[config.mk]
export PLATFORM = sky130hd
export DESIGN_NAME = wb_trap_ctrl
export DESIGN_NICKNAME = d
export VERILOG_FILES = /design/src/rtl/wb_pkg.sv /design/src/rtl/wb_load_align.sv /design/src/rtl/wb_trap_ctrl.sv
export SDC_FILE = /design/constraint.sdc
export NUM_CORES = 1
export LEC_CHECK = 0
export CAP_MARGIN = 20
export CORE_AREA = 5 5 136 138
export CTS_CLUSTER_SIZE = 8
export DETAILED_ROUTE_END_ITERATION = 6
export DIE_AREA = 0 0 141 143
export PLACE_DENSITY = 0.81
export SKIP_CTS_REPAIR_TIMING = 1
export SLEW_MARGIN = 0
export SYNTH_ARGS = -nofsm -noshare
export SYNTH_HDL_FRONTEND = slang
export SYNTH_SLANG_ARGS = --single-unit
[constraint.sdc]
create_clock -name clk_i -period 2.65 [get_ports clk_i]
set_clock_uncertainty 0.15 [all_clocks]
set_input_delay 0.265 -clock clk_i [delete_from_list [all_inputs] [get_ports clk_i]]
set_output_delay 0.265 -clock clk_i [all_outputs]
set_load 0.02 [all_outputs]
[src/rtl/wb_pkg.sv]
// wb_pkg: shared definitions for the write-back / trap-sequencing stage.
//   - RV32 major opcodes used by write-back formatting
//   - LOAD funct3 encodings
//   - mcause codes (interrupt codes get the MSB set by the user)
//   - FSM state enum and flush counter width
package wb_pkg;

   localparam logic [6:0] OPC_LOAD   = 7'b0000011;
   localparam logic [6:0] OPC_OP_IMM = 7'b0010011;
   localparam logic [6:0] OPC_AUIPC  = 7'b0010111;
   localparam logic [6:0] OPC_OP     = 7'b0110011;
   localparam logic [6:0] OPC_LUI    = 7'b0110111;
   localparam logic [6:0] OPC_JALR   = 7'b1100111;
   localparam logic [6:0] OPC_JAL    = 7'b1101111;
   localparam logic [6:0] OPC_SYSTEM = 7'b1110011;

   localparam logic [2:0] F3_LB  = 3'b000;
   localparam logic [2:0] F3_LH  = 3'b001;
   localparam logic [2:0] F3_LW  = 3'b010;
   localparam logic [2:0] F3_LBU = 3'b100;
   localparam logic [2:0] F3_LHU = 3'b101;

   // exception codes
   localparam int unsigned CAUSE_INST_MIS = 0;
   localparam int unsigned CAUSE_ILLEGAL  = 2;
   localparam int unsigned CAUSE_LD_MIS   = 4;
   localparam int unsigned CAUSE_ST_MIS   = 6;
   // interrupt codes (MSB of mcause set on top)
   localparam int unsigned CAUSE_MSI      = 3;
   localparam int unsigned CAUSE_MTI      = 7;
   localparam int unsigned CAUSE_MEI      = 11;

   // flush counter width; FLUSH_CYCLES is limited to 1..15
   localparam int CNT_W = 4;

   typedef enum logic [1:0] {
      RUN      = 2'd0,
      TRAP_REQ = 2'd1,
      FLUSH    = 2'd2
   } wb_state_e;

endpackage

[src/rtl/wb_load_align.sv]
// wb_load_align: combinational load-data formatting.
// Selects the byte/half addressed by addr_lo out of the aligned load word
// and sign- or zero-extends it according to the LOAD funct3.
// Ports:
//   mem_d   in  XLEN  raw aligned load word
//   addr_lo in  2     low byte-address bits
//   funct3  in  3     LB/LH/LW/LBU/LHU
//   data    out XLEN  formatted register-file data
module wb_load_align
   import wb_pkg::*;
#(
   parameter int XLEN = 32
) (
   input  logic [XLEN-1:0] mem_d,
   input  logic [1:0]      addr_lo,
   input  logic [2:0]      funct3,
   output logic [XLEN-1:0] data
);

   logic [7:0]  byte_sel;
   logic [15:0] half_sel;

   always_comb begin
      byte_sel = mem_d[7:0];
      case (addr_lo)
         2'd0:    byte_sel = mem_d[7:0];
         2'd1:    byte_sel = mem_d[15:8];
         2'd2:    byte_sel = mem_d[23:16];
         default: byte_sel = mem_d[31:24];
      endcase
      half_sel = addr_lo[1] ? mem_d[31:16] : mem_d[15:0];
   end

   always_comb begin
      data = mem_d;
      case (funct3)
         F3_LB:   data = {{(XLEN-8){byte_sel[7]}}, byte_sel};
         F3_LH:   data = {{(XLEN-16){half_sel[15]}}, half_sel};
         F3_LBU:  data = {{(XLEN-8){1'b0}}, byte_sel};
         F3_LHU:  data = {{(XLEN-16){1'b0}}, half_sel};
         F3_LW:   data = mem_d;
         default: data = mem_d;
      endcase
   end

endmodule

[src/rtl/wb_trap_ctrl.sv]
// wb_trap_ctrl: write-back and trap sequencing at the end of the RV32 pipe.
// Formats the register-file write, picks the highest-priority trap for the
// retiring instruction, hands a trap record to the CSR file (valid/ack) and
// holds flush_o until the trap is acknowledged and a fixed drain elapses.
// Optional feature: define WB_IRQ_EN to let enabled interrupts trap;
// otherwise xint_*, mie_i and mstatus_mie_i are ignored.
// Ports:
//   clk_i, rst_i (sync, active-low)
//   valid_i, pc_i, instruction_i, alu_d_i, mem_d_i, mem_addr_i, csr_rdata_i
//   e_* exception flags, xint_* pending lines, mstatus_mie_i, mie_i{MEIE,MSIE,MTIE}
//   trap_ack_i                              CSR file committed the record
//   rd_o, rf_wd_o, we_rf_o                  register-file write (registered)
//   trap_valid_o, trap_cause_o, trap_epc_o, trap_tval_o   trap record
//   flush_o                                 squash younger stages
module wb_trap_ctrl
   import wb_pkg::*;
#(
   parameter int XLEN         = 32,
   parameter int RF_ADDR_W    = 5,
   parameter int FLUSH_CYCLES = 2
) (
   input  logic                 clk_i,
   input  logic                 rst_i,
   input  logic                 valid_i,
   input  logic [XLEN-1:0]      pc_i,
   input  logic [31:0]          instruction_i,
   input  logic [XLEN-1:0]      alu_d_i,
   input  logic [XLEN-1:0]      mem_d_i,
   input  logic [XLEN-1:0]      mem_addr_i,
   input  logic [XLEN-1:0]      csr_rdata_i,
   input  logic                 e_inst_addr_mis_i,
   input  logic                 e_illegal_inst_i,
   input  logic                 e_ld_addr_mis_i,
   input  logic                 e_st_addr_mis_i,
   input  logic                 xint_meip_i,
   input  logic                 xint_msip_i,
   input  logic                 xint_mtip_i,
   input  logic                 mstatus_mie_i,
   input  logic [2:0]           mie_i,
   input  logic                 trap_ack_i,
   output logic [RF_ADDR_W-1:0] rd_o,
   output logic [XLEN-1:0]      rf_wd_o,
   output logic                 we_rf_o,
   output logic                 trap_valid_o,
   output logic [XLEN-1:0]      trap_cause_o,
   output logic [XLEN-1:0]      trap_epc_o,
   output logic [XLEN-1:0]      trap_tval_o,
   output logic                 flush_o
);

   wb_state_e            state, state_n;
   logic [CNT_W-1:0]     cnt, cnt_n;

   logic [6:0]           opcode;
   logic [2:0]           funct3;
   logic [RF_ADDR_W-1:0] rd;
   logic [XLEN-1:0]      ld_data;
   logic [XLEN-1:0]      wb_data;
   logic                 wr_en;

   logic                 irq_mei, irq_msi, irq_mti;
   logic                 trap_hit;
   logic [XLEN-1:0]      cause_sel, tval_sel;

   logic                 wb_upd, wb_we_n, trap_take;

   assign opcode = instruction_i[6:0];
   assign funct3 = instruction_i[14:12];
   assign rd     = instruction_i[7 +: RF_ADDR_W];

   wb_load_align #(.XLEN(XLEN)) u_load_align (
      .mem_d   (mem_d_i),
      .addr_lo (mem_addr_i[1:0]),
      .funct3  (funct3),
      .data    (ld_data)
   );

   // write-back data and whether this opcode writes the register file at all
   always_comb begin
      wr_en   = 1'b0;
      wb_data = alu_d_i;
      case (opcode)
         OPC_OP, OPC_OP_IMM, OPC_LUI, OPC_AUIPC: wr_en = 1'b1;
         OPC_LOAD: begin
            wr_en   = 1'b1;
            wb_data = ld_data;
         end
         OPC_JAL, OPC_JALR: begin
            wr_en   = 1'b1;
            wb_data = pc_i + XLEN'(4);
         end
         OPC_SYSTEM: begin
            // funct3==0 covers ECALL/EBREAK/MRET/WFI: no register result
            if (funct3 != 3'b000) begin
               wr_en   = 1'b1;
               wb_data = csr_rdata_i;
            end
         end
         default: wr_en = 1'b0;
      endcase
   end

`ifdef WB_IRQ_EN
   assign irq_mei = xint_meip_i & mie_i[2] & mstatus_mie_i;
   assign irq_msi = xint_msip_i & mie_i[1] & mstatus_mie_i;
   assign irq_mti = xint_mtip_i & mie_i[0] & mstatus_mie_i;
`else
   logic unused_irq;
   assign unused_irq = ^{xint_meip_i, xint_msip_i, xint_mtip_i, mstatus_mie_i, mie_i};
   assign irq_mei = 1'b0;
   assign irq_msi = 1'b0;
   assign irq_mti = 1'b0;
`endif

   // trap priority: interrupts first, then exceptions in fixed order
   always_comb begin
      trap_hit  = 1'b1;
      cause_sel = '0;
      tval_sel  = '0;
      if (irq_mei) begin
         cause_sel = {1'b1, (XLEN-1)'(CAUSE_MEI)};
      end else if (irq_msi) begin
         cause_sel = {1'b1, (XLEN-1)'(CAUSE_MSI)};
      end else if (irq_mti) begin
         cause_sel = {1'b1, (XLEN-1)'(CAUSE_MTI)};
      end else if (e_inst_addr_mis_i) begin
         cause_sel = XLEN'(CAUSE_INST_MIS);
         tval_sel  = alu_d_i;
      end else if (e_illegal_inst_i) begin
         cause_sel = XLEN'(CAUSE_ILLEGAL);
         tval_sel  = XLEN'(instruction_i);
      end else if (e_ld_addr_mis_i) begin
         cause_sel = XLEN'(CAUSE_LD_MIS);
         tval_sel  = mem_addr_i;
      end else if (e_st_addr_mis_i) begin
         cause_sel = XLEN'(CAUSE_ST_MIS);
         tval_sel  = mem_addr_i;
      end else begin
         trap_hit  = 1'b0;
      end
   end

   // next-state / action decode
   always_comb begin
      state_n   = state;
      cnt_n     = cnt;
      wb_upd    = 1'b0;
      wb_we_n   = 1'b0;
      trap_take = 1'b0;
      case (state)
         RUN: begin
            if (valid_i) begin
               if (trap_hit) begin
                  trap_take = 1'b1;
                  state_n   = TRAP_REQ;
               end else begin
                  wb_upd  = 1'b1;
                  wb_we_n = wr_en & (rd != '0);
               end
            end
         end
         TRAP_REQ: begin
            if (trap_ack_i) begin
               state_n = FLUSH;
               cnt_n   = CNT_W'(FLUSH_CYCLES - 1);
            end
         end
         FLUSH: begin
            if (cnt == '0) state_n = RUN;
            else           cnt_n   = cnt - CNT_W'(1);
         end
         default: begin
            state_n = RUN;
            cnt_n   = '0;
         end
      endcase
   end

   always_ff @(posedge clk_i) begin
      if (!rst_i) begin
         state <= RUN;
         cnt   <= '0;
      end else begin
         state <= state_n;
         cnt   <= cnt_n;
      end
   end

   // registered outputs; status flags follow the next state so they line up
   // with the state the FSM is in during the following cycle
   always_ff @(posedge clk_i) begin
      if (!rst_i) begin
         rd_o         <= '0;
         rf_wd_o      <= '0;
         we_rf_o      <= 1'b0;
         trap_valid_o <= 1'b0;
         trap_cause_o <= '0;
         trap_epc_o   <= '0;
         trap_tval_o  <= '0;
         flush_o      <= 1'b0;
      end else begin
         we_rf_o      <= wb_we_n;
         trap_valid_o <= (state_n == TRAP_REQ);
         flush_o      <= (state_n != RUN);
         if (wb_upd) begin
            rd_o    <= rd;
            rf_wd_o <= wb_data;
         end
         if (trap_take) begin
            trap_cause_o <= cause_sel;
            trap_epc_o   <= pc_i;
            trap_tval_o  <= tval_sel;
         end
      end
   end

endmodule

==> results of run 1 <==
==> per-stage QoR <==
| stage | area (um2) | util | setup slack (ns) | power, uW |
|---|---|---|---|---|
| 4_1_cts | 10720 | 0.6287 | 0.4208 | 5132 |
| 6_report | 10730 | 0.6288 | 0.3375 | 5116 |
| 3_5_place_dp | 10360 | 0.6072 | 0.05897 | 3408 |
| 3_3_place_gp | 10360 | 0.6072 | 0.08973 | 3385 |
| 2_1_floorplan | 6992 | - | 0.6699 | 2627 |
| 5_1_grt | 10720 | 0.6287 | 0.2453 | 5326 |
==> worst paths after layout <==
path | end | cells past startpoint
worst max-delay path | rf_wd_o[28] | 7
worst min-delay path | trap_cause_o[1] | 3
worst max register to register | rf_wd_o[28] | 8
worst min register to register | rf_wd_o[9] | 2
==> layer usage <==
metal  global-route usage  vias up  wire, um  part of all wire
met1               0.3637     3885     11970              0.39
met3              0.08942       68      3510              0.11
li1                     -     3927         -                 -
met5                    0        -        11           0.00036
met2               0.4801      484     14420              0.47
met4               0.1142        2      1051             0.034
==> placed cells by master (no fill, tap or decap), types with 23 or more instances in the layout <==
master,n
sky130_fd_sc_hd__a211oi_1,36
sky130_fd_sc_hd__buf_4,66
sky130_fd_sc_hd__clkdlybuf4s50_1,304
sky130_fd_sc_hd__a221oi_1,34
sky130_fd_sc_hd__nand3_1,23
sky130_fd_sc_hd__conb_1,30
sky130_fd_sc_hd__a21oi_1,81
sky130_fd_sc_hd__nor2_1,86
sky130_fd_sc_hd__o21ai_0,40
sky130_fd_sc_hd__dfxtp_1,112
sky130_fd_sc_hd__nand2_1,158
==> cells by family after synthesis <==
group,after synthesis,synth area share
AND/OR/NAND/NOR,348,0.2369
AO/OA/AOI/OAI,287,0.2836
buffers and inverters,122,0.08671
flip-flops,112,0.3258
XOR/XNOR,28,0.03563
multiplexers,12,0.02000
adder cells (fa/ha/maj),6,0.01091
other,1,0.0005448
==> cell usage after synthesis (9+ instances only) <==
| cell | n |
|---|---|
| sky130_fd_sc_hd__nand3_1 | 23 |
| sky130_fd_sc_hd__nor2_1 | 87 |
| sky130_fd_sc_hd__a222oi_1 | 20 |
| sky130_fd_sc_hd__buf_2 | 15 |
| sky130_fd_sc_hd__a211oi_1 | 36 |
| sky130_fd_sc_hd__nand2b_1 | 9 |
| sky130_fd_sc_hd__a21oi_1 | 81 |
| sky130_fd_sc_hd__clkbuf_1 | 48 |
| sky130_fd_sc_hd__xnor2_1 | 20 |
| sky130_fd_sc_hd__or3_1 | 9 |
| sky130_fd_sc_hd__o221ai_1 | 13 |
| sky130_fd_sc_hd__a31oi_1 | 21 |
| sky130_fd_sc_hd__dfxtp_1 | 112 |
| sky130_fd_sc_hd__inv_1 | 20 |
| sky130_fd_sc_hd__a221oi_1 | 34 |
| sky130_fd_sc_hd__nand2_1 | 158 |
| sky130_fd_sc_hd__buf_4 | 30 |
| sky130_fd_sc_hd__o21ai_0 | 40 |
==> cell type report <==
type                            instances  area (um2)
Antenna cell                            1       2.502
Clock buffer                           10       229.0
Clock inverter                          6       137.6
Fill cell                            1565        6331
Inverter                               21       78.83
Multi-Input combinational cell        711        4170
Sequential cell                       112        2242
Tap cell                              225       281.5
Timing Repair Buffer                  373        3583
==> power by group <==
group,internal [uW],switching (uW),total (uW)
clock,1030,699,1730
combinational,717,799,1520
sequential,1810,64.3,1870
==> flip-flops by register name, summed over array words and instances, names as in the netlist, 2 cells and up <==
name	cells
rf_wd_o	32
cnt	4
trap_tval_o	32
trap_cause_o	2
rd_o	5
trap_epc_o	32
state	2
==> worst reg2reg max path: cells and delay by family, from the launching register on <==
| family | cells | cell delay, ns |
|---|---|---|
| flip-flops | 1 | 0.35 |
| AND/OR/NAND/NOR | 4 | 0.58 |
| buffers and inverters | 1 | 0.12 |
| adder cells (fa/ha/maj) | 1 | 0.27 |
| AO/OA/AOI/OAI | 2 | 0.63 |
==> flow_results.org, run 1 <==
** Outcome
- Failing checks :: DRC
- The run finished, with violations left.

** Place
- Routability congestion estimate :: 0.9790
- Once detailed placement completed, the half-perimeter wirelength came to 24.46 mm.
- Port Buf Inserts :: 305
- Placed instance count :: 1442

** Critical path
- The worst setup path is launched from an input pin.
- Tracing the worst setup path back leads to its startpoint at e_ld_addr_mis_i.
- The worst register-to-register path begins at state[1].
- Critical path class :: in -> reg
- Required time worst endpoint :: 2.76 ns
- Total buffers and inverters traversed by the critical path :: 1
- Data arrives at the worst endpoint at 2.42 ns.
- Critical-path cell with the highest stage delay :: sky130_fd_sc_hd__or4_4
- Walking the worst path, the cells encountered are clkdlybuf4s50_1 -> or4_4 -> nor2_2 -> nor2_1 -> a222oi_1 -> o221ai_1 -> and3_1.
- In this run the register-to-register setup slack is 0.46 ns.
- In this run the worst path has a maximum fanout of 4.
- Largest incremental delay on the critical path :: 0.58 ns
- Cell type group with the largest total delay on the critical path :: simple AND/OR/NAND/NOR gates
- STA classifies the critical path endpoint as a flip-flop.

** GRT
- Global Route Usage Sum :: 0.2934
- Congestion Overflow GR :: 0
- Entering global routing, the biggest net connects 56 pins.
- The number of antenna violations at the first check in global routing came to 1.
- Vias in the first global route :: 7991
- Wire length of the first global-routing pass :: 45.95 mm

** STA
- Minimum clock period :: 2.313 ns
- Highest clock rate :: 432.4 MHz
- Headroom to the max-slew limit came out at 0.6135.
- Setup violations remaining at the end of the flow were counted as 0.
- Transition time at the pin with the least slew margin :: 0.5798 ns
- Fin. Hold Viols :: 0
- Final Slew Violations :: 0
- Across all hold checks on the routed design, the worst slack comes to 0.1403 ns.
- Setup repair after global routing left no endpoint under its margin.
- Adding up every negative setup slack in the final design gives 0 ns.
- Post-route fraction of the period consumed by the critical path :: 0.8727

** Flow run
- Max-cap violations in this run came to 0.

** Synthesis
- Counting flops with an async set or reset pin after synthesis yields a share of 0.
- During synthesis, Yosys emitted a total of 0 warnings.
- By area the synthesized netlist is led by sky130_fd_sc_hd__dfxtp_1 (33%), sky130_fd_sc_hd__nand2_1 (8.6%), sky130_fd_sc_hd__a21oi_1 (5.9%), sky130_fd_sc_hd__nor2_1 (4.7%), sky130_fd_sc_hd__a221oi_1 (4.3%).
- Post-synthesis cell count :: 916
- Leading area contributor after synthesis :: sky130_fd_sc_hd__dfxtp_1
- Proportion of synthesized chip area in sequential cells :: 0.3258
- After synthesis the cells add up to 0.006883 mm2.
- Synthesis instantiated 68 different standard cells from the library.
- The synthesized design contains 112 register bits.
- Share of Yosys cell area claimed by the top area cell type :: 0.3258
- Number of flops mapped to enable cells by yosys :: 0
- Avg Inst Size Synth :: 7.514 um2
- Most used flip-flop cell after synthesis :: sky130_fd_sc_hd__dfxtp_1

** Floorplan
- Site Rows :: 48
- The die is 141 um wide.
- Die outline area :: 0.02016 mm2
- 343 I/O pins were placed.
- Area of the core region :: 0.01706 mm2
- Effective utilization at floorplan :: 0.4035
- Die extent in y :: 143 um

** Clock network
- Clk_lat worst skew :: 0.36 ns
- The tree built by TritonCTS fans out to 112 sinks.
- The tree is rooted in a sky130_fd_sc_hd__clkbuf_16.
- TritonCTS built the clock tree.
- Number of H-tree branching levels :: 3
- The number of clock buffers added by TritonCTS is 9.
- Counting along the longest clock path gives a buffer depth of 2.
- Clock-pin slew was measured on the worst setup and hold paths at 0.08 ns.

** Hold path
- In this run the most critical hold path is launched from e_inst_addr_mis_i.
- The min-delay analysis places its worst path in the category in -> reg.

** Detailed routing
- For this block, the via count after detailed routing is 8366.
- Detailed-route wire length per cell :: 21.22 um
- For this run, design rule violations remaining after detail routing come to 1.
- DR pass1 iterations :: 7
- In the routed layout, each cell is associated on average with a via count of 5.734.
- In this run, the number of DRC markers left after iteration 0 of detailed routing was 870.
- Remaining antenna violation count after routing :: 0
- After detailed routing, the total wire length is 30.97 mm.

** Power
- The analysis attributes to cell leakage a power of 0.003968 uW.
- Worst ir drop on vdd :: 0.0003089 V
- Dividing total power by cell area gives a power density of 477.0 mW/mm2.

** Finish
- Fraction of layout instances using a drive strength above 1 :: 0.09327
- From synthesis to final layout, the design area changed by 55.83%.
- For this run, the post-layout net count is 1441.
- Final std cells w/o fill :: 1459
Power figures use the tool's default switching activity.
==> inputs of run 2 (changes only) <==
- ABC_CLOCK_PERIOD_IN_PS: not set -> 2500
- SLEW_MARGIN: 0 -> 20
- clock period: 2.65 -> 2.5 ns (I/O delays scaled with it)
==> run 2 against run 1 <==
  * The run now ends clean
  * Worst setup slack lost 0.17 ns
  * Register-to-register slack got worse by 0.30 ns
  * Critical endpoint is now trap_valid_o
  * Count of clock-buffer cells in the layout stayed put
  * Final cell count increased by 1.6%
  * Combinational power increased by 9%
  * Via count hardly changed
  * Clock power shrank 3%
  * Die area did not move
  * Hold slack improved by 0.16 ns
  * Total power up 3.9%
  * Non-clock buffer count rose by 23
  * Largest power group unchanged
==> flow_results.org, run 2 (synthesized netlist as in run 1, its figures left out) <==
** Outcome
- Run status :: finished clean

** Critical path
- Data arrival, critical path :: 2.50 ns
- Reg-to-reg endpoint :: trap_valid_o
- Critical path fanouts, max :: 21
- Critical path launch point type :: flip-flop
- The largest individual stage delay along the critical path comes from the cell sky130_fd_sc_hd__nor2_4.
- The number of cells on the worst reg-to-reg path is 7.
- Required time worst endpoint :: 2.66 ns
- Crit Reg-Reg Startpoint :: state[1]
- The worst setup path is captured at a flip-flop.
- Internal reg-to-reg setup slack :: 0.16 ns
- Walking the worst path, the cells encountered are inv_1 -> ha_1 -> nand2_1 -> nor2_4 -> nor2_1 -> a2111oi_2 -> and2_1.
- Largest incremental delay on the critical path :: 0.54 ns
- Critical path class :: reg -> reg

** GRT
- Across every metal layer, demand over resource in global routing totals 0.2929.
- Number of antenna violations at the first check in global routing :: 1
- The first global-routing pass estimated 46.04 mm of wire.
- For this run the aggregate overflow at the end of global routing stands at 0.
- Maximum number of pins on one net before global-route repair :: 57
- The number of global-route vias before repair is 8165.

** Finish
- Post-layout util :: 0.6385
- The largest registers in the layout are rf_wd_o: 32 flops, trap_epc_o: 32 flops, trap_tval_o: 32 flops.
- Fraction of layout instances using a drive strength above 1 :: 0.1122
- Total inserted antenna cells :: 0
- In the layout the commonest cells are sky130_fd_sc_hd__clkdlybuf4s50_1 (304), sky130_fd_sc_hd__nand2_1 (158), sky130_fd_sc_hd__dfxtp_1 (112).
- Final non-filler cell area :: 0.01089 mm2
- Area overhead of the layout relative to synthesis :: 58.23%
- Most common library cell in the layout ignoring fill and taps :: sky130_fd_sc_hd__clkdlybuf4s50_1
- Net count of the finished layout :: 1465

** Power
- Clock network fraction of total power :: 0.315
- Part of the total power dissipated in combinational logic :: 0.312
- Sequential cell fraction of total power :: 0.374
- Across the VDD grid, the largest voltage drop is 0.0004849 V.
- Of the total power, the share spent switching nets is 0.3166.
- Summed over all nets, the switching power comes to 1683 uW.
- Internal power :: 3633 uW
- Power density relative to cell area :: 488.2 mW/mm2
- In this run the static leakage power is 0.004072 uW.

** Hold path
- The worst hold path terminates at rf_wd_o[9].
- In this run the most critical hold path is launched from rf_wd_o[9].
- The tightest min-delay check is of the reg -> reg type.
- Worst hold path stage count :: 2

** Clock network
- The H-tree generated during clock tree synthesis spans 3 levels.
- Clock tree from TritonCTS :: done
- Clock tree root driver cell :: sky130_fd_sc_hd__clkbuf_16
- The longest clock path from root to sink contains 2 buffers.
- Clock tree sinks :: 112
- Clk_lat worst skew :: 0.37 ns
- CTS buffer count :: 9
- Clock edge transition at the registers on the reported setup and hold paths :: 0.08 ns

** STA
- Setup repair after global routing missed its margin :: false
- Transition time at the pin with the least slew margin :: 0.9571 ns
- Max_slew headroom :: 0.3613
- Final count of negative-setup-slack endpoints :: 0
- The count of endpoints failing hold in the final timing report was 0.
- Minimum clock period :: 2.337 ns
- The number of slew-limit violations in the final report was 0.
- Total negative slack for setup checks :: 0 ns
- Highest clock rate :: 427.9 MHz
- Post-route fraction of the period consumed by the critical path :: 0.9348
- Fin worst setup slack :: 0.1631 ns

** Detailed routing
- Dividing the detail-routed wire length by the instance count gives 21.08 um.
- Count of routing violations after the opening detailed-route iteration :: 1127
- Before antenna repair, the detailed router went through 6 iterations.
- DRT Wirelength :: 31.24 mm
- Routed via count :: 8359
- Remaining antenna violation count after routing :: 0
- For this run, design rule violations remaining after detail routing come to 0.
- Avg Vias per Cell :: 5.640

** Place
- In this run the tool buffered the top-level ports with 305 buffer cells.
- At the end of routability-driven placement, the weighted congestion stood at 0.9741.
- After legalization and detailed placement, the total HPWL measured 24.62 mm.
- Total cell area at the placement stage :: 0.01053 mm2
- OpenSTA, run right after detailed placement, puts the worst setup slack at -0.2205 ns.

** Floorplan
- Effective utilization at floorplan :: 0.4035
- Area of the core region :: 0.01706 mm2
- Die span in x :: 141 um
- The die covers 0.02016 mm2.
- Site Rows :: 48
- The die is 143 um tall.
- Total I/O pin count :: 343

** Flow run
- Maximum Capacitance Violations :: 0
## run 2: how the worst max path moves through the flow
| stage | start | to | cells after the start | slack [ns] |
|---|---|---|---|---|
| 2_1_floorplan | e_inst_addr_mis_i | rf_wd_o[28] | 7 | 0.53 |
| 3_3_place_gp | e_illegal_inst_i | trap_valid_o | 6 | -0.06 |
| 3_5_place_dp | e_illegal_inst_i | trap_valid_o | 6 | -0.22 |
| 4_1_cts | state[1] | trap_valid_o | 7 | -0.08 |
| 5_1_grt | e_st_addr_mis_i | rf_wd_o[28] | 8 | 0.06 |
| 6_report | state[1] | trap_valid_o | 7 | 0.16 |
## run 2: metal layers
layer | routed length (um) | up-vias | global-route usage
met2 | 15030 | 467 | 0.4950
li1 | - | 3969 | -
met1 | 12050 | 3868 | 0.3623
met5 | 7 | - | 0
met4 | 752 | 2 | 0.07598
met3 | 3396 | 53 | 0.09511
## run 2: worst max-delay path: cells and delay by family (launching register included)
family,cells,cell delay (ns)
AND/OR/NAND/NOR,4,1.03
AO/OA/AOI/OAI,1,0.46
flip-flops,1,0.35
adder cells (fa/ha/maj),1,0.18
buffers and inverters,1,0.11
## run 2: area by class of cell
class,count,area (um2)
clock buffers,10,239.0
clock inverters,6,102.6
repair buffers,396,3756
inverters,21,78.83
flip-flops and latches,112,2242
fillers,1520,6166
multi-input cells,712,4190
well taps,225,281.5
## run 2: through the flow
step           hold WS, ns  instances  total power [uW]
3_5_place_dp        0.2814       1465              3651
6_report            0.2962       1482              5316
3_3_place_gp        0.2837       1465              3626
5_1_grt             0.3274       1482              5537
4_1_cts             0.2965       1481              5315
2_1_floorplan       0.2360        945              2785
## run 2: power by group through the flow
stage | logic (uW) | clock network, uW | registers (uW)
floorplan | 606 | 0 | 2180
global placement | 1610 | 0 | 2020
detailed placement | 1630 | 0 | 2030
CTS | 1630 | 1700 | 1990
global route | 1760 | 1770 | 2000
finish | 1660 | 1670 | 1990
==> patch 1, RTL diff (config.mk and constraints of run 1) <==
The 3 states of `wb_state_e` get a one-hot encoding in 3 bits.
--- a/src/rtl/wb_pkg.sv
+++ b/src/rtl/wb_pkg.sv
@@ -33,10 +33,10 @@
    // flush counter width; FLUSH_CYCLES is limited to 1..15
    localparam int CNT_W = 4;
 
-   typedef enum logic [1:0] {
-      RUN      = 2'd0,
-      TRAP_REQ = 2'd1,
-      FLUSH    = 2'd2
+   typedef enum logic [2:0] {
+      RUN      = 3'b001,
+      TRAP_REQ = 3'b010,
+      FLUSH    = 3'b100
    } wb_state_e;
 
 endpackage
Formal check against the unedited RTL: no difference found for any inputs over 4 cycles, from zero or initial values and one cycle with rst_i low; so few cycles prove little.
==> patch 1 against run 1 <==
Sequential share of layout area down 0.13 points; register-to-register slack got worse by 0.03 ns; first-iteration DRC count shrank 8.4%; cell area grew 1.5%; worst setup slack gained 0.024 ns; final cell count down 0.75%; largest power group is now clock; synthesized area down 0.84%; critical endpoint is now rf_wd_o[18]$_SDFFE_PN0P_; sequential cell count increased by 1; routed wire length increased by 0.84%; non-clock buffer count is 1 higher; power rose by 6.4%.
==> patch 1: results (changes against run 1) <==
multi-input gate count=684 (-3.8%); DRT Pass-1 Iters=6 (-1); post-synthesis compound-gate area fraction=27.6% (-0.73 points); Final Cell Area=0.0109 sq mm (+1.5%); CLK BUF=19 (+9); CTS Buf Count=17 (+8); Placer Congestion=0.959 (-2.0%); Remaining DRCs=0 (-1); bufs w/o clock=374 (+0.27%); R2R Path End=rf_wd_o[29]$_SDFFE_PN0P_; drt wl/cell=21.6 microns (+1.6%); dpl hpwl=24.8 mm (+1.2%); Worst path max stage delay=0.56 ns (-0.02 ns); #FFs+latches synth=113 (+0.89%); Placed Instances=1417 (-1.7%); CP delay by family, top=compound AO/OA/AOI/OAI gates; slowest CP cell=mux4_2; status=complete, no violations; footprint of the multi-input gates=0.00408 sq mm (-2.1%); vias in the first global route=7839 (-1.9%); share of cells above drive strength 1=10.2% (+0.89 points); Reg2Reg Depth=6 (-2); Synth cell types=64 (-5.9%); Clock buffers and inverters, area share=5.32% (+1.9 points); hold slack=0.286 ns (+0.145 ns); vias=8233 (-1.6%); maximum VDD drop=0.456 mV (+48%); placed cell areas=0.0103 sq mm (-0.45%); H-tree levels=4 (+1); gr usage total=29.6% (+0.25 points); # diodes=0 (-1)
-- patch 1: changes by cell type after synthesis, moves of 6 or more --
cell and change:
a21oi_1 -7, a31oi_1 -8, mux2i_1 +12, nand2_1 -9, nand3_1 -6, nor2_1 -11
o221ai_1 +7
-- patch 1: cell families after synthesis --
family                     after synthesis
and+or+nand+nor                        329
xor gates and xnor gates                28
muxes                                   21
DFF                                    113
AOI/OAI and AO/OA                      274
buffers and inverters                  125
other                                    1
adders and majority gates                2
-- patch 1: power breakdown --
part           total [mW]  internal, mW  switching (mW)
sequential           1.85          1.80          0.0554
combinational        1.32         0.635           0.682
clock                2.27          1.41           0.867
total                5.44          3.84            1.60
-- patch 1: routing by layer --
metal	vias up	part of all wire [%]
li1	3861	-
met1	3836	39
met2	463	47
met3	73	9.6
met4	0	4.5
met5	-	0
-- patch 1: worst min-delay path, stage by stage --
cell and delay [ns]:
buf_2 0.28, or3_1 0.18, a21oi_1 0.06
==> patch 2, RTL diff (settings of run 1) <==
Without the edit above. Add a define of `WB_IRQ_EN`.
--- a/src/rtl/wb_trap_ctrl.sv
+++ b/src/rtl/wb_trap_ctrl.sv
@@ -12,6 +12,8 @@
 //   rd_o, rf_wd_o, we_rf_o                  register-file write (registered)
 //   trap_valid_o, trap_cause_o, trap_epc_o, trap_tval_o   trap record
 //   flush_o                                 squash younger stages
+`define WB_IRQ_EN
+
 module wb_trap_ctrl
    import wb_pkg::*;
 #(
Formal check against the unedited RTL: not equivalent (a bounded check fails within 4 cycles, from zero or initial values and one cycle with rst_i low).
==> patch 2 against run 1 <==
Combinational power shrank 11%; routed wire length up 9.6%; sequential cell count grew 2; fmax down 0.94%; worst setup slack got worse by 0.022 ns; cell area is 5.6% higher; global-route usage up 2.6 points; synthesized area increased by 2.8%; power is 5.6% higher; worst hold slack improved by 0.13 ns; final cell count rose by 4.7%; first-iteration DRC count up 6.8%; critical path type is now reg2reg.
==> patch 2: results (changes against run 1) <==
status=complete, no violations; worst hold path type=in2reg; synth cell count leaders=nand2_1, dfxtp_1, a21oi_1, a22oi_1, o21ai_0; final wirelength=33.9 mm (+9.6%); hold-critical path depth=3 (unchanged); CP delay by family, top=compound AO/OA/AOI/OAI gates; endpoints failing hold=0 (unchanged); R2R setup slack=0.32 ns (-0.14 ns); Synth cell types=71 (+4.4%); Syn Inst Count=946 (+3.3%); Slew HR=40.6% (-21 points); Non-Filler Instances=1528 (+4.7%); Worst-Skew Late Latency=0.42 ns (+0.06 ns); clock slew at reported path FFs=0.06 ns (-0.02 ns); slowest CP cell=dfxtp_1; hold path startpoint=pc_i[0]; Reg2Reg Launch Point=state[0]$_SDFF_PN0_; # fillers=1478 (-5.6%); first-pass GRT wire length=49.3 mm (+7.3%); maximum VDD drop=0.464 mV (+50%); Pint=3.80 mW (+7.0%); R2R Path End=rf_wd_o[25]$_SDFFE_PN0P_; H-tree levels=4 (+1); antenna violations before repair=0 (-1); WHS Endpoint=trap_epc_o[0]$_SDFFE_PN0P_; # diodes=0 (-1); number of DRC markers in iteration 0=929 (+6.8%); Worst path max stage delay=0.33 ns (-0.25 ns); largest cells by area after synthesis=dfxtp_1, nand2_1, a22oi_1; Bufs on Longest Clock Path=2 (unchanged); P_leak=4.27 nW (+7.7%); share of cells above drive strength 1=11.1% (+1.8 points); Main synth FF type=dfxtp_1; DRT Pass-1 Iters=6 (-1); biggest regs=rf_wd_o: 32 flops, trap_epc_o: 32 flops, trap_tval_o: 32 flops; dpl hpwl=27.1 mm (+11%); Max Fanout on Critical Path=11 (+7); # port buffers=315 (+3.3%); CTS Buf Count=17 (+8); sequential share of the synthesized area=32.2% (-0.33 points); vias in the first global route=8426 (+5.4%); Post-synth ARST share=0% (unchanged); pre-CTS WS=0.0106 ns (-0.0484 ns); Placer Congestion=0.989 (+0.98%); Worst EP arrival=2.56 ns (+0.14 ns); vias=8928 (+6.7%); pin count of the biggest net entering global routing=67 (+20%); Reg2Reg Depth=10 (+2); synth warn=0 (unchanged); gr usage total=32.0% (+2.6 points); Root Driver=clkbuf_16
-- patch 2: cell count changes in the layout (fill, tap and decap cells not counted), sizes merged, moves of 6 or more --
cell           before  now
a21oi              81   73
a211oi             36    6
clkdlybuf4s50     304  314
a22oi               3   73
buf                69   86
a222oi             20    1
nor2               91   68
a221oi             34   13
inv                23   17
nand2             158  179
clkbuf             10   23
o21ai              44   73
nor3               12   23
-- patch 2: layout make-up --
class / instances / area share [%]
Tap cell: 225 / 2.49
Clock buffer: 23 / 4.22
Timing Repair Buffer: 400 / 34.1
Sequential cell: 114 / 20.2
Inverter: 17 / 0.564
Multi-Input combinational cell: 740 / 37.8
Clock inverter: 9 / 0.718
-- patch 2: cell families (layout without fill, tap and decap cells) --
logic type | Yosys count | in the layout | synth area share, %
and+or+nand+nor | 345 | 345 | 22.3
AOI/OAI and AO/OA | 325 | 325 | 30.6
buffers and inverters | 118 | 449 | 8.80
DFF | 114 | 114 | 32.2
xor gates and xnor gates | 27 | 27 | 3.34
muxes | 10 | 10 | 1.61
adders and majority gates | 6 | 6 | 1.06
other | 1 | 27 | 0.0530
-- patch 2: power by group through the flow --
stage | clock, mW | sequential (mW) | combinational [mW]
6_report | 2.20 | 1.84 | 1.36
5_1_grt | 2.29 | 1.85 | 1.44
4_1_cts | 2.20 | 1.84 | 1.35
3_5_place_dp | 0 | 1.88 | 1.34
3_3_place_gp | 0 | 1.88 | 1.33
2_1_floorplan | 0 | 1.97 | 0.528
-- patch 2: per-stage QoR --
stage / utilization (%) / cell area (sq um) / power [mW] / hold slack, ns
after floorplan: - / 7170 / 2.50 / 0.251
after global placement: 63.1 / 10800 / 3.20 / 0.289
after detailed placement: 63.1 / 10800 / 3.22 / 0.295
after CTS: 66.4 / 11300 / 5.39 / 0.265
after global routing: 66.4 / 11300 / 5.58 / 0.292
final: 66.4 / 11300 / 5.40 / 0.269
-- patch 2: worst max path at each step --
stage                             start                       end  slack, ns  cells past startpoint
finish              state[0]$_SDFF_PN0_  rf_wd_o[25]$_SDFFE_PN0P_       0.32                     10
global route        state[0]$_SDFF_PN0_  rf_wd_o[25]$_SDFFE_PN0P_       0.18                     10
detailed placement     instruction_i[4]  rf_wd_o[14]$_SDFFE_PN0P_       0.01                      6
global placement        e_ld_addr_mis_i  rf_wd_o[24]$_SDFFE_PN0P_       0.01                      7
CTS                 state[0]$_SDFF_PN0_  rf_wd_o[25]$_SDFFE_PN0P_       0.33                     10
floorplan              instruction_i[5]  rf_wd_o[15]$_SDFFE_PN0P_       0.62                      8
-- patch 2: metal layers --
metal | GRT usage [%] | vias up | routed length, microns
met1 | 40.9 | 4158 | 13100
met3 | 7.57 | 84 | 3710
met5 | 0 | - | 0
met2 | 52.2 | 586 | 15900
li1 | - | 4100 | -
met4 | 13.0 | 0 | 1240
